--- src/rtl/mac_tx_framer_if.sv ---
// mac_tx_framer_if: payload byte stream feeding the transmit framer.
// The source drives data/last/valid; the framer returns ready.
interface mac_tx_framer_if;
    logic       s_valid;
    logic       s_ready;
    logic [7:0] s_data;
    logic       s_last;

    modport master (
        output s_valid,
        output s_data,
        output s_last,
        input  s_ready
    );

    modport slave (
        input  s_valid,
        input  s_data,
        input  s_last,
        output s_ready
    );
endinterface

--- src/rtl/mac_tx_framer.sv ---
// mac_tx_framer: Ethernet II GMII transmit framer with pad and inline FCS.
// Define MAC_VLAN_EN to enable 802.1Q tag insertion after the source MAC.
module mac_tx_framer #(
    parameter int PREAMBLE_LEN = 7,
    parameter int MIN_PAYLOAD  = 46,
    parameter int MAX_PAYLOAD  = 1500,
    parameter int IFG_BYTES    = 12
) (
    input  logic           clk,
    input  logic           rst_n,
    input  logic [47:0]    des_mac_addr,
    input  logic [47:0]    src_mac_addr,
    input  logic [15:0]    prot_type,
`ifdef MAC_VLAN_EN
    input  logic           vlan_insert,
    input  logic [15:0]    vlan_tag,
`endif
    mac_tx_framer_if.slave s_if,
    output logic           tx_en,
    output logic [7:0]     txd,
    output logic           tx_er,
    output logic           tx_busy,
    output logic           frame_done,
    output logic           frame_abort
);

    typedef enum logic [3:0] {
        IDLE, PRE, SFD, HDR, PAY, PAD, FCS, IFG, DRAIN
    } state_t;

    localparam logic [10:0] PRE_END = 11'(PREAMBLE_LEN - 1);
    localparam logic [10:0] MIN_L   = 11'(MIN_PAYLOAD);
    localparam logic [10:0] MAX_L   = 11'(MAX_PAYLOAD);
    localparam logic [10:0] IFG_END = 11'(IFG_BYTES - 2);
    // The IDLE cycle before the next preamble counts as one gap byte
    localparam state_t      GAP     = (IFG_BYTES > 1) ? IFG : IDLE;

    state_t         state_q, state_d;
    logic [10:0]    cnt_q, cnt_d, cnt_nx;
    logic [143:0]   hdr_q, hdr_d, hdr_in;
    logic           vlan_q, vlan_d, vlan_in;
    logic [31:0]    crc_q, fcs_w;
    logic [7:0]     txd_q, txd_d, crc_byte;
    logic           tx_en_q, tx_en_d, tx_er_q, tx_er_d;
    logic           busy_q, done_q, abort_q, abort_d;
    logic           fcs_end_q, fcs_end_d;
    logic           crc_en, crc_init;
    logic [10:0]    hdr_last, min_eff;

`ifdef MAC_VLAN_EN
    assign vlan_in = vlan_insert;
    assign hdr_in  = vlan_insert ?
        {des_mac_addr, src_mac_addr, 16'h8100, vlan_tag, prot_type} :
        {des_mac_addr, src_mac_addr, prot_type, 32'h0};
`else
    assign vlan_in = 1'b0;
    assign hdr_in  = {des_mac_addr, src_mac_addr, prot_type, 32'h0};
`endif

    assign hdr_last = vlan_q ? 11'd17 : 11'd13;
    assign min_eff  = vlan_q ? MIN_L - 11'd4 : MIN_L;
    assign cnt_nx   = (cnt_q == 11'h7FF) ? cnt_q : cnt_q + 11'd1;
    assign fcs_w    = ~crc_q;

    function automatic logic [31:0] crc_step(input logic [31:0] c,
                                             input logic [7:0]  b);
        logic [31:0] r;
        r = c ^ {24'h0, b};
        for (int i = 0; i < 8; i++)
            r = r[0] ? (r >> 1) ^ 32'hEDB88320 : (r >> 1);
        return r;
    endfunction

    always_comb begin
        state_d   = state_q;
        cnt_d     = cnt_q;
        hdr_d     = hdr_q;
        vlan_d    = vlan_q;
        txd_d     = 8'h00;
        tx_en_d   = 1'b0;
        tx_er_d   = 1'b0;
        abort_d   = 1'b0;
        fcs_end_d = 1'b0;
        crc_en    = 1'b0;
        crc_init  = 1'b0;
        crc_byte  = 8'h00;
        s_if.s_ready = 1'b0;
        unique case (state_q)
            IDLE: begin
                crc_init = 1'b1;
                cnt_d    = '0;
                if (s_if.s_valid) begin
                    hdr_d   = hdr_in;
                    vlan_d  = vlan_in;
                    state_d = PRE;
                end
            end
            PRE: begin
                txd_d   = 8'h55;
                tx_en_d = 1'b1;
                cnt_d   = cnt_nx;
                if (cnt_q == PRE_END) begin
                    state_d = SFD;
                    cnt_d   = '0;
                end
            end
            SFD: begin
                txd_d   = 8'hD5;
                tx_en_d = 1'b1;
                state_d = HDR;
            end
            HDR: begin
                // Header leaves MSB first out of a shift register
                txd_d    = hdr_q[143:136];
                tx_en_d  = 1'b1;
                crc_en   = 1'b1;
                crc_byte = hdr_q[143:136];
                hdr_d    = {hdr_q[135:0], 8'h00};
                cnt_d    = cnt_nx;
                if (cnt_q == hdr_last) begin
                    state_d = PAY;
                    cnt_d   = '0;
                end
            end
            PAY: begin
                s_if.s_ready = 1'b1;
                tx_en_d      = 1'b1;
                if (!s_if.s_valid || cnt_q >= MAX_L) begin
                    tx_er_d = 1'b1;
                    abort_d = 1'b1;
                    cnt_d   = '0;
                    state_d = (s_if.s_valid && s_if.s_last) ? GAP : DRAIN;
                end else begin
                    txd_d    = s_if.s_data;
                    crc_en   = 1'b1;
                    crc_byte = s_if.s_data;
                    cnt_d    = cnt_nx;
                    if (s_if.s_last) begin
                        if (cnt_nx < min_eff) begin
                            state_d = PAD;
                        end else begin
                            state_d = FCS;
                            cnt_d   = '0;
                        end
                    end
                end
            end
            PAD: begin
                tx_en_d = 1'b1;
                crc_en  = 1'b1;
                cnt_d   = cnt_nx;
                if (cnt_nx >= min_eff) begin
                    state_d = FCS;
                    cnt_d   = '0;
                end
            end
            FCS: begin
                txd_d   = fcs_w[{cnt_q[1:0], 3'b000} +: 8];
                tx_en_d = 1'b1;
                cnt_d   = cnt_nx;
                if (cnt_q[1:0] == 2'd3) begin
                    fcs_end_d = 1'b1;
                    state_d   = GAP;
                    cnt_d     = '0;
                end
            end
            IFG: begin
                cnt_d = cnt_nx;
                if (cnt_q == IFG_END) begin
                    state_d = IDLE;
                    cnt_d   = '0;
                end
            end
            DRAIN: begin
                s_if.s_ready = 1'b1;
                if (s_if.s_valid && s_if.s_last) begin
                    state_d = GAP;
                    cnt_d   = '0;
                end
            end
            default: state_d = IDLE;
        endcase
    end

    always_ff @(posedge clk or negedge rst_n) begin
        if (!rst_n) begin
            state_q   <= IDLE;
            cnt_q     <= '0;
            hdr_q     <= '0;
            vlan_q    <= 1'b0;
            crc_q     <= '1;
            txd_q     <= '0;
            tx_en_q   <= 1'b0;
            tx_er_q   <= 1'b0;
            busy_q    <= 1'b0;
            done_q    <= 1'b0;
            abort_q   <= 1'b0;
            fcs_end_q <= 1'b0;
        end else begin
            state_q   <= state_d;
            cnt_q     <= cnt_d;
            hdr_q     <= hdr_d;
            vlan_q    <= vlan_d;
            txd_q     <= txd_d;
            tx_en_q   <= tx_en_d;
            tx_er_q   <= tx_er_d;
            busy_q    <= (state_d != IDLE);
            abort_q   <= abort_d;
            fcs_end_q <= fcs_end_d;
            done_q    <= fcs_end_q;
            if (crc_init)
                crc_q <= '1;
            else if (crc_en)
                crc_q <= crc_step(crc_q, crc_byte);
        end
    end

    assign tx_en       = tx_en_q;
    assign txd         = txd_q;
    assign tx_er       = tx_er_q;
    assign tx_busy     = busy_q;
    assign frame_done  = done_q;
    assign frame_abort = abort_q;

endmodule

--- src/flat_wrapper.sv ---
// flat-port wrapper written by rule: the top's interface ports become plain ports
module mac_tx_framer_flat 
#(
    parameter int PREAMBLE_LEN = 7,
    parameter int MIN_PAYLOAD  = 46,
    parameter int MAX_PAYLOAD  = 1500,
    parameter int IFG_BYTES    = 12
)
  (clk, rst_n, des_mac_addr, src_mac_addr, prot_type, tx_en, txd, tx_er, tx_busy, frame_done, frame_abort, s_if_s_valid, s_if_s_data, s_if_s_last, s_if_s_ready);
  mac_tx_framer_if s_if_i ();
  input  logic clk;
  input  logic rst_n;
  input  logic [47:0] des_mac_addr;
  input  logic [47:0] src_mac_addr;
  input  logic [15:0] prot_type;
  output logic tx_en;
  output logic [7:0] txd;
  output logic tx_er;
  output logic tx_busy;
  output logic frame_done;
  output logic frame_abort;
  input wire logic [$bits(s_if_i.s_valid)-1:0] s_if_s_valid;
  input wire logic [$bits(s_if_i.s_data)-1:0] s_if_s_data;
  input wire logic [$bits(s_if_i.s_last)-1:0] s_if_s_last;
  output wire logic [$bits(s_if_i.s_ready)-1:0] s_if_s_ready;
  assign s_if_i.s_valid = s_if_s_valid;
  assign s_if_i.s_data = s_if_s_data;
  assign s_if_i.s_last = s_if_s_last;
  assign s_if_s_ready = s_if_i.s_ready;
  mac_tx_framer #(.PREAMBLE_LEN(PREAMBLE_LEN), .MIN_PAYLOAD(MIN_PAYLOAD), .MAX_PAYLOAD(MAX_PAYLOAD), .IFG_BYTES(IFG_BYTES)) u_core (.clk(clk), .rst_n(rst_n), .des_mac_addr(des_mac_addr), .src_mac_addr(src_mac_addr), .prot_type(prot_type), .s_if(s_if_i), .tx_en(tx_en), .txd(txd), .tx_er(tx_er), .tx_busy(tx_busy), .frame_done(frame_done), .frame_abort(frame_abort));
endmodule
--- config.mk ---
export PLATFORM = sky130hd
export DESIGN_NAME = mac_tx_framer_flat
export DESIGN_NICKNAME = d
export VERILOG_FILES = /design/src/rtl/mac_tx_framer_if.sv /design/src/rtl/mac_tx_framer.sv /design/src/flat_wrapper.sv
export SDC_FILE = /design/constraint.sdc
export NUM_CORES = 1
export LEC_CHECK = 0
export BUFFER_PORTS_ARGS = -buffer_cell sky130_fd_sc_hd__buf_2
export CAP_MARGIN = 40
export CORE_ASPECT_RATIO = 0.5
export CORE_MARGIN = 1.5
export CORE_UTILIZATION = 50
export DETAILED_ROUTE_END_ITERATION = 7
export GPL_ROUTABILITY_DRIVEN = 0
export PLACE_DENSITY = 0.69
export SLEW_MARGIN = 10
export SYNTH_ARGS = -nofsm -noshare
export SYNTH_HDL_FRONTEND = slang
export SYNTH_SLANG_ARGS = --single-unit
--- constraint.sdc ---
create_clock -name clk -period 3.8 [get_ports clk]
set_clock_uncertainty 0.05 [all_clocks]
set_input_delay 0.38 -clock clk [delete_from_list [all_inputs] [get_ports clk]]
set_output_delay 0.38 -clock clk [all_outputs]
set_load 0.01 [all_outputs]
==> results of run 1 <==
==> cells in the mapped netlist (3+ instances only) <==
library cell,instances,area [um^2]
xnor2_1,46,403
ha_1,6,75.1
nand2_1,148,556
a21oi_1,28,140
a31oi_1,68,425
mux4_2,8,180
buf_1,4,15.0
a32oi_2,3,48.8
nor4_1,4,25.0
xor2_1,14,123
a22o_1,9,78.8
dfstp_2,32,841
xnor2_2,6,97.6
clkbuf_1,53,199
a2111oi_0,4,35.0
nor3b_1,4,30.0
o22a_1,9,78.8
and3_1,5,31.3
inv_1,11,41.3
o211ai_1,6,45.0
dfrtp_1,140,3500
o22ai_1,46,288
nor2_1,193,724
buf_2,7,35.0
o21ai_0,26,130
and4_1,3,26.3
nand4_1,7,43.8
a22oi_1,4,30.0
and2_1,4,25.0
nor3_1,6,30.0
xnor2_4,5,138
nor2b_1,5,31.3
a32oi_1,5,43.8
nand3_1,12,60.1
==> worst max path at each step <==
stage | start | endpoint | slack (ns) | cells after the start
after floorplan | u_core.cnt_q[0] | u_core.tx_busy | 0.84 | 9
after global placement | u_core.cnt_q[0] | u_core.tx_busy | 0.66 | 9
after detailed placement | u_core.cnt_q[0] | u_core.tx_busy | 0.54 | 9
after CTS | u_core.cnt_q[0] | u_core.tx_busy | 0.49 | 9
after global routing | u_core.cnt_q[0] | u_core.tx_busy | 0.16 | 9
final | u_core.cnt_q[0] | u_core.tx_busy | 0.43 | 9
==> stage by stage <==
stage	hold WS (ns)	instances	total power, W
floorplan	0.0344	960	0.00748
global placement	0.196	1283	0.00859
detailed placement	0.197	1284	0.00873
CTS	0.105	1317	0.0106
global route	0.120	1318	0.0113
finish	0.111	1319	0.0105
==> state kept, by name, indices dropped and copies added, names as in the netlist <==
| name | cells |
|---|---|
| u_core.cnt_q | 11 |
| u_core.crc_q | 32 |
| u_core.fcs_end_q | 1 |
| u_core.frame_done | 1 |
| u_core.hdr_q | 112 |
| u_core.state_q | 4 |
| u_core.tx_busy | 1 |
| u_core.tx_en | 1 |
| u_core.tx_er | 1 |
| u_core.txd | 8 |
==> power by group through the flow <==
stage / Clock, W / Combinational, W / Sequential, W
after global placement: 0 / 0.00517 / 0.00342
after floorplan: 0 / 0.00422 / 0.00327
final: 0.00176 / 0.00535 / 0.00344
after global routing: 0.00185 / 0.00589 / 0.00353
after detailed placement: 0 / 0.00529 / 0.00344
after CTS: 0.00178 / 0.00535 / 0.00343
==> worst reg2reg max path: stages, from the launching register on <==
cell and delay, ns:
dfrtp_1 0.39, ha_1 0.25, nand3_1 0.38, o211ai_1 0.20
a221oi_1 0.34, a21boi_0 0.26, and2_1 0.23, nand2_1 0.08
a2111oi_0 0.58, or4b_1 0.48
==> layout make-up <==
cell class	instances	share of cell area (%)
multi-input cells	710	40.9
flip-flops and latches	172	41.7
clock inverters	12	1.21
clock buffers	20	4.38
well taps	234	2.81
repair buffers	158	8.61
inverters	11	0.396
diodes	2	0.0480
==> kinds of logic after synthesis <==
group                      count (synthesis)
buffers and inverters                     78
adders and majority gates                  6
xor gates and xnor gates                  73
AOI/OAI and AO/OA                        226
DFF                                      172
muxes                                      9
and+or+nand+nor                          396
==> layer usage <==
layer,vias to the layer above,GRT usage (%),routed length (um)
met4,2,8.95,527
met2,271,38.7,10500
met3,46,5.42,1360
met5,-,0,13
met1,3699,36.5,10600
li1,3583,-,-
==> repair_timing <==
item | CTS | global route
setup buffers | 0 | 0
endpoints found under the hold margin | 21 | 0
hold buffers | 1 | 0
==> impl_metrics.toml, run 1 <==
[placed_design]
io_buffers = 137
place_ws_ns = 0.544
dp_hpwl_um = 15400
place_area_um2 = 9830

[critical_path]
r2r_end = "u_core.tx_busy"
cp_data_arrival_time_ns = 3.62
r2r_cells = 9
cp_slowest_cell = "a2111oi_0"
endpoint_kind = "flip-flop"
critPathMaxFanout = 13
r2r-start = "u_core.cnt_q[0]"
worstSetupPathType = "flip-flop to flip-flop"
cp_cell_sequence = "ha_1, nand3_1, o211ai_1, a221oi_1, a21boi_0, and2_1, nand2_1, a2111oi_0, or4b_1"
cp_num_buf_inv = 0
rrSetupSlack_ns = 0.43
slowest_delay_ns = 0.58
startpoint_type = "flip-flop"
critical_path_required_ns = 4.05
path_delay_family = "compound AO/OA/AOI/OAI gates"

[power]
swShare_pct = 41.3
p_int_w = 0.00620
clkPwrFrac_pct = 16.7
power_density_nw_per_um2 = 1010
switchingPower_w = 0.00435
p_leak_nw = 4.59
p_seq_share_pct = 32.6
combinationalPowerShare_pct = 50.7
irDropWorstVdd_mv = 0.478

[floorplan]
die-area_um2 = 18600
core-area_um2 = 17400
io_pins = 138
initial_core_util_pct = 51.1
chipHeight_um = 97.2
die_w_um = 191
fp-row-count = 34

[layout]
syn_to_final_growth_pct = 17.4
multi_input_area_um2 = 4260
drive_gt1_share_pct = 23.3
fin_area_um2 = 10400
nets = 1200
final_cell_mix = "nor2_1, nand2_1, dfrtp_1, buf_2, a31oi_1"
regArea_um2 = 4340
layout_commonest_cell = "nor2_1"
utilization_pct = 60.1
fillCellCount = 1531

[synth]
synth_edf_count = 0
postSynthNetCount = 1090
yosysWarningCount = 0
synth_simple_gate_area_share_pct = 18.3
ys_types = 58
synth_xor_area_share_pct = 9.08
synth_compound_area_share_pct = 17.1
ys_seq_elements = 172
synth_seq_area_share_pct = 48.9
syn_area_per_cell_um2 = 9.25
muxShareOfSynthArea_pct = 2.14
synth_flop_cell = "dfrtp_1"
async_reset_ff_share_pct = 100
synth_top_family_by_area = "simple AND/OR/NAND/NOR gates"
syn_inst = 960
synth_fa_ha_area_share_pct = 0.846
netlist_area_um2 = 8880

[global_routing]
antenna_found_initial = 2
grt_pass1_vias = 7390
grt_max_degree = 152
overflow = 0
grtUsageTotal_pct = 25.6
grt_pass1_wl_um = 37600

[clocking]
cts_resized = 0
htreeDepth = 4
clockBufferDepth = 2
cts_root_buffer = "clkbuf_16"
clk_pin_slew_ns = 0.08
cts-buffers-inserted = 17
clock_sinks = 172
clk_latency_ns = 0.43
cts_tree = "done"

[min_path]
min_path_cells = 2
min-delay-start = "prot_type[5]"
min_to = "u_core.hdr_q[37]"
min_path_type = "input port to flip-flop"

[sta]
slew_viol_final = 0
finalSetupViolCount = 0
max_freq_ghz = 0.297
worst_pin_slew_ns = 0.912
relSlewSlack_pct = 39.2
tns_ns = 0
fin_crit_sh_pct = 88.7
rsz0062_at_grt = "no"
min_period_ns = 3.37
hold_viol_final = 0
finalWorstSetupSlack_ns = 0.428

[routing]
firstDrtPassIters = 5
ant_nets = 0
vias_per_cell = 5.76
dr.first_iter.drc_count = 630
vias = 7601
route.detailed.drc = 0
post_drt_wl_per_cell_um = 17.5
wirelength_um = 23000

[flow_run]
maxCapViolCount = 0

[run_status]
status = "complete, no violations"
No activity file was read; power rests on OpenSTA's default activity.
==> run 2, diff against run 1 <==
--- a/config.mk
+++ b/config.mk
@@ -12,7 +12,7 @@
 export CORE_UTILIZATION = 50
 export DETAILED_ROUTE_END_ITERATION = 7
 export GPL_ROUTABILITY_DRIVEN = 0
-export PLACE_DENSITY = 0.69
+export PLACE_DENSITY = 0.74
 export SLEW_MARGIN = 10
 export SYNTH_ARGS = -nofsm -noshare
 export SYNTH_HDL_FRONTEND = slang
==> constraint.sdc (replaced) <==
create_clock -name clk -period 3.2 [get_ports clk]
set_clock_uncertainty 0.05 [all_clocks]
set_input_delay 0.32 -clock clk [delete_from_list [all_inputs] [get_ports clk]]
set_output_delay 0.32 -clock clk [all_outputs]
set_load 0.01 [all_outputs]
==> run 2 against run 1 <==
Clock power grew 16%; critical path type unchanged; first-iteration DRC count grew 9.8%; final area grew 1.8%; largest cell class unchanged; via count grew 0.71%; combinational power grew 23%; critical path depth grew 1; sequential power grew 19%; total power grew 20%.
==> impl_metrics.toml, run 2 (synthesis gave the netlist of run 1 again) <==
[run_status]
status = "complete, no violations"

[power]
p_leak_nw = 4.69
power_density_nw_per_um2 = 1200
total_power_w = 0.0127
irDropWorstVdd_mv = 0.712

[layout]
fillCellCount = 1451
utilization_pct = 61.1
largest-register = "u_core.hdr_q"
fin_area_um2 = 10600
layout_commonest_cell = "nor2_1"
largest_reg_flops = 112
final_cell_mix = "nor2_1, nand2_1, dfrtp_1, buf_2, a31oi_1"
nets = 1221
largestRegisters = "u_core.hdr_q: 112 flops, u_core.crc_q: 32 flops, u_core.cnt_q: 11 flops"
syn_to_final_growth_pct = 19.5
drive_gt1_share_pct = 25.3

[routing]
wirelength_um = 23300
route.detailed.drc = 0
ant_nets = 0
dr.first_iter.drc_count = 692
vias = 7655
vias_per_cell = 5.72
firstDrtPassIters = 6
post_drt_wl_per_cell_um = 17.4

[critical_path]
rrSetupSlack_ns = 0.11
critical_path_required_ns = 3.45
cp_num_buf_inv = 1
r2r_cells = 10
worstSetupPathType = "flip-flop to flip-flop"
cp_cell_sequence = "ha_2, nand3_2, buf_4, nor3_1, o21ai_0, a21boi_1, and2_1, nand2_1, a2111oi_2, or4b_1"
cp_num_cells = 10
cp_slowest_cell = "or4b_1"
critPathMaxFanout = 6
cp_data_arrival_time_ns = 3.34
path_delay_family = "simple AND/OR/NAND/NOR gates"
endpoint_kind = "flip-flop"
startpoint_type = "flip-flop"
slowest_delay_ns = 0.47

[global_routing]
grtUsageTotal_pct = 25.9
grt_pass1_vias = 7403
antenna_found_initial = 3
grt_max_degree = 85
overflow = 0
grt_pass1_wl_um = 38100

[sta]
hold_viol_final = 0
rsz0062_at_grt = "no"
finalSetupViolCount = 0
min_period_ns = 3.09
fin_crit_sh_pct = 96.4
relSlewSlack_pct = 49.6
max_freq_ghz = 0.324
tns_ns = 0
slew_viol_final = 0
finalWorstSetupSlack_ns = 0.115
worst_pin_slew_ns = 0.755

[placed_design]
place_ws_ns = 0.0145
dp_hpwl_um = 16000
place_area_um2 = 9970
io_buffers = 137

[flow_run]
maxCapViolCount = 0

[clocking]
clockBufferDepth = 2
cts_tree = "done"
clock_sinks = 172
cts-buffers-inserted = 17
cts_root_buffer = "clkbuf_16"
htreeDepth = 4
clk_latency_ns = 0.44
clk_pin_slew_ns = 0.08

[min_path]
min_path_cells = 2
min_path_type = "input port to flip-flop"

[floorplan]
io_pins = 138
core-area_um2 = 17400
die_w_um = 191
chipHeight_um = 97.2
fp-row-count = 34
die-area_um2 = 18600
initial_core_util_pct = 51.1
## run 2: final timing paths
check                                       from                 to
worst max-delay path             u_core.cnt_q[1]     u_core.tx_busy
worst min-delay path                prot_type[7]   u_core.hdr_q[39]
worst max register to register   u_core.cnt_q[1]     u_core.tx_busy
worst min register to register  u_core.fcs_end_q  u_core.frame_done
max in group asynchronous                  rst_n   u_core.hdr_q[42]
min in group asynchronous                  rst_n   u_core.hdr_q[64]
## run 2: routing by layer
layer / part of all wire (%) / up-vias / global-route usage [%]
li1: - / 3612 / -
met4: 2.2 / 2 / 8.89
met1: 45 / 3731 / 36.9
met3: 5.7 / 51 / 4.88
met5: 0.056 / - / 0
met2: 47 / 259 / 39.8
## run 2: final cells by class
class	count	area, um^2	area share, %
clock buffer	17	425	4.01
clock inverter	14	151	1.43
timing repair buffer	179	1060	9.99
inverter	11	41.3	0.389
antenna	2	5.00	0.0472
multi-input combinational	710	4290	40.4
tap	234	293	2.76
sequential	172	4340	40.9
## run 2: power by group
part           switching [W]  total (W)  internal [W]
combinational        0.00355    0.00657       0.00302
clock                0.00101    0.00205       0.00104
sequential          0.000712    0.00408       0.00337
total                0.00528     0.0127       0.00742
## run 2: through the flow
stage	hold slack, ns	instances
global route	0.0546	1339
global placement	0.283	1303
CTS	0.0390	1335
floorplan	-0.0256	960
detailed placement	0.291	1303
finish	0.0510	1339
## run 2: repair_timing
action,4_1_cts,5_1_grt
hold buffers,1,0
buffers inserted,0,2
gates resized for setup,2,7
pin swaps,0,1
hold endpoints to repair,54,0
endpoints found under the setup margin,1,12
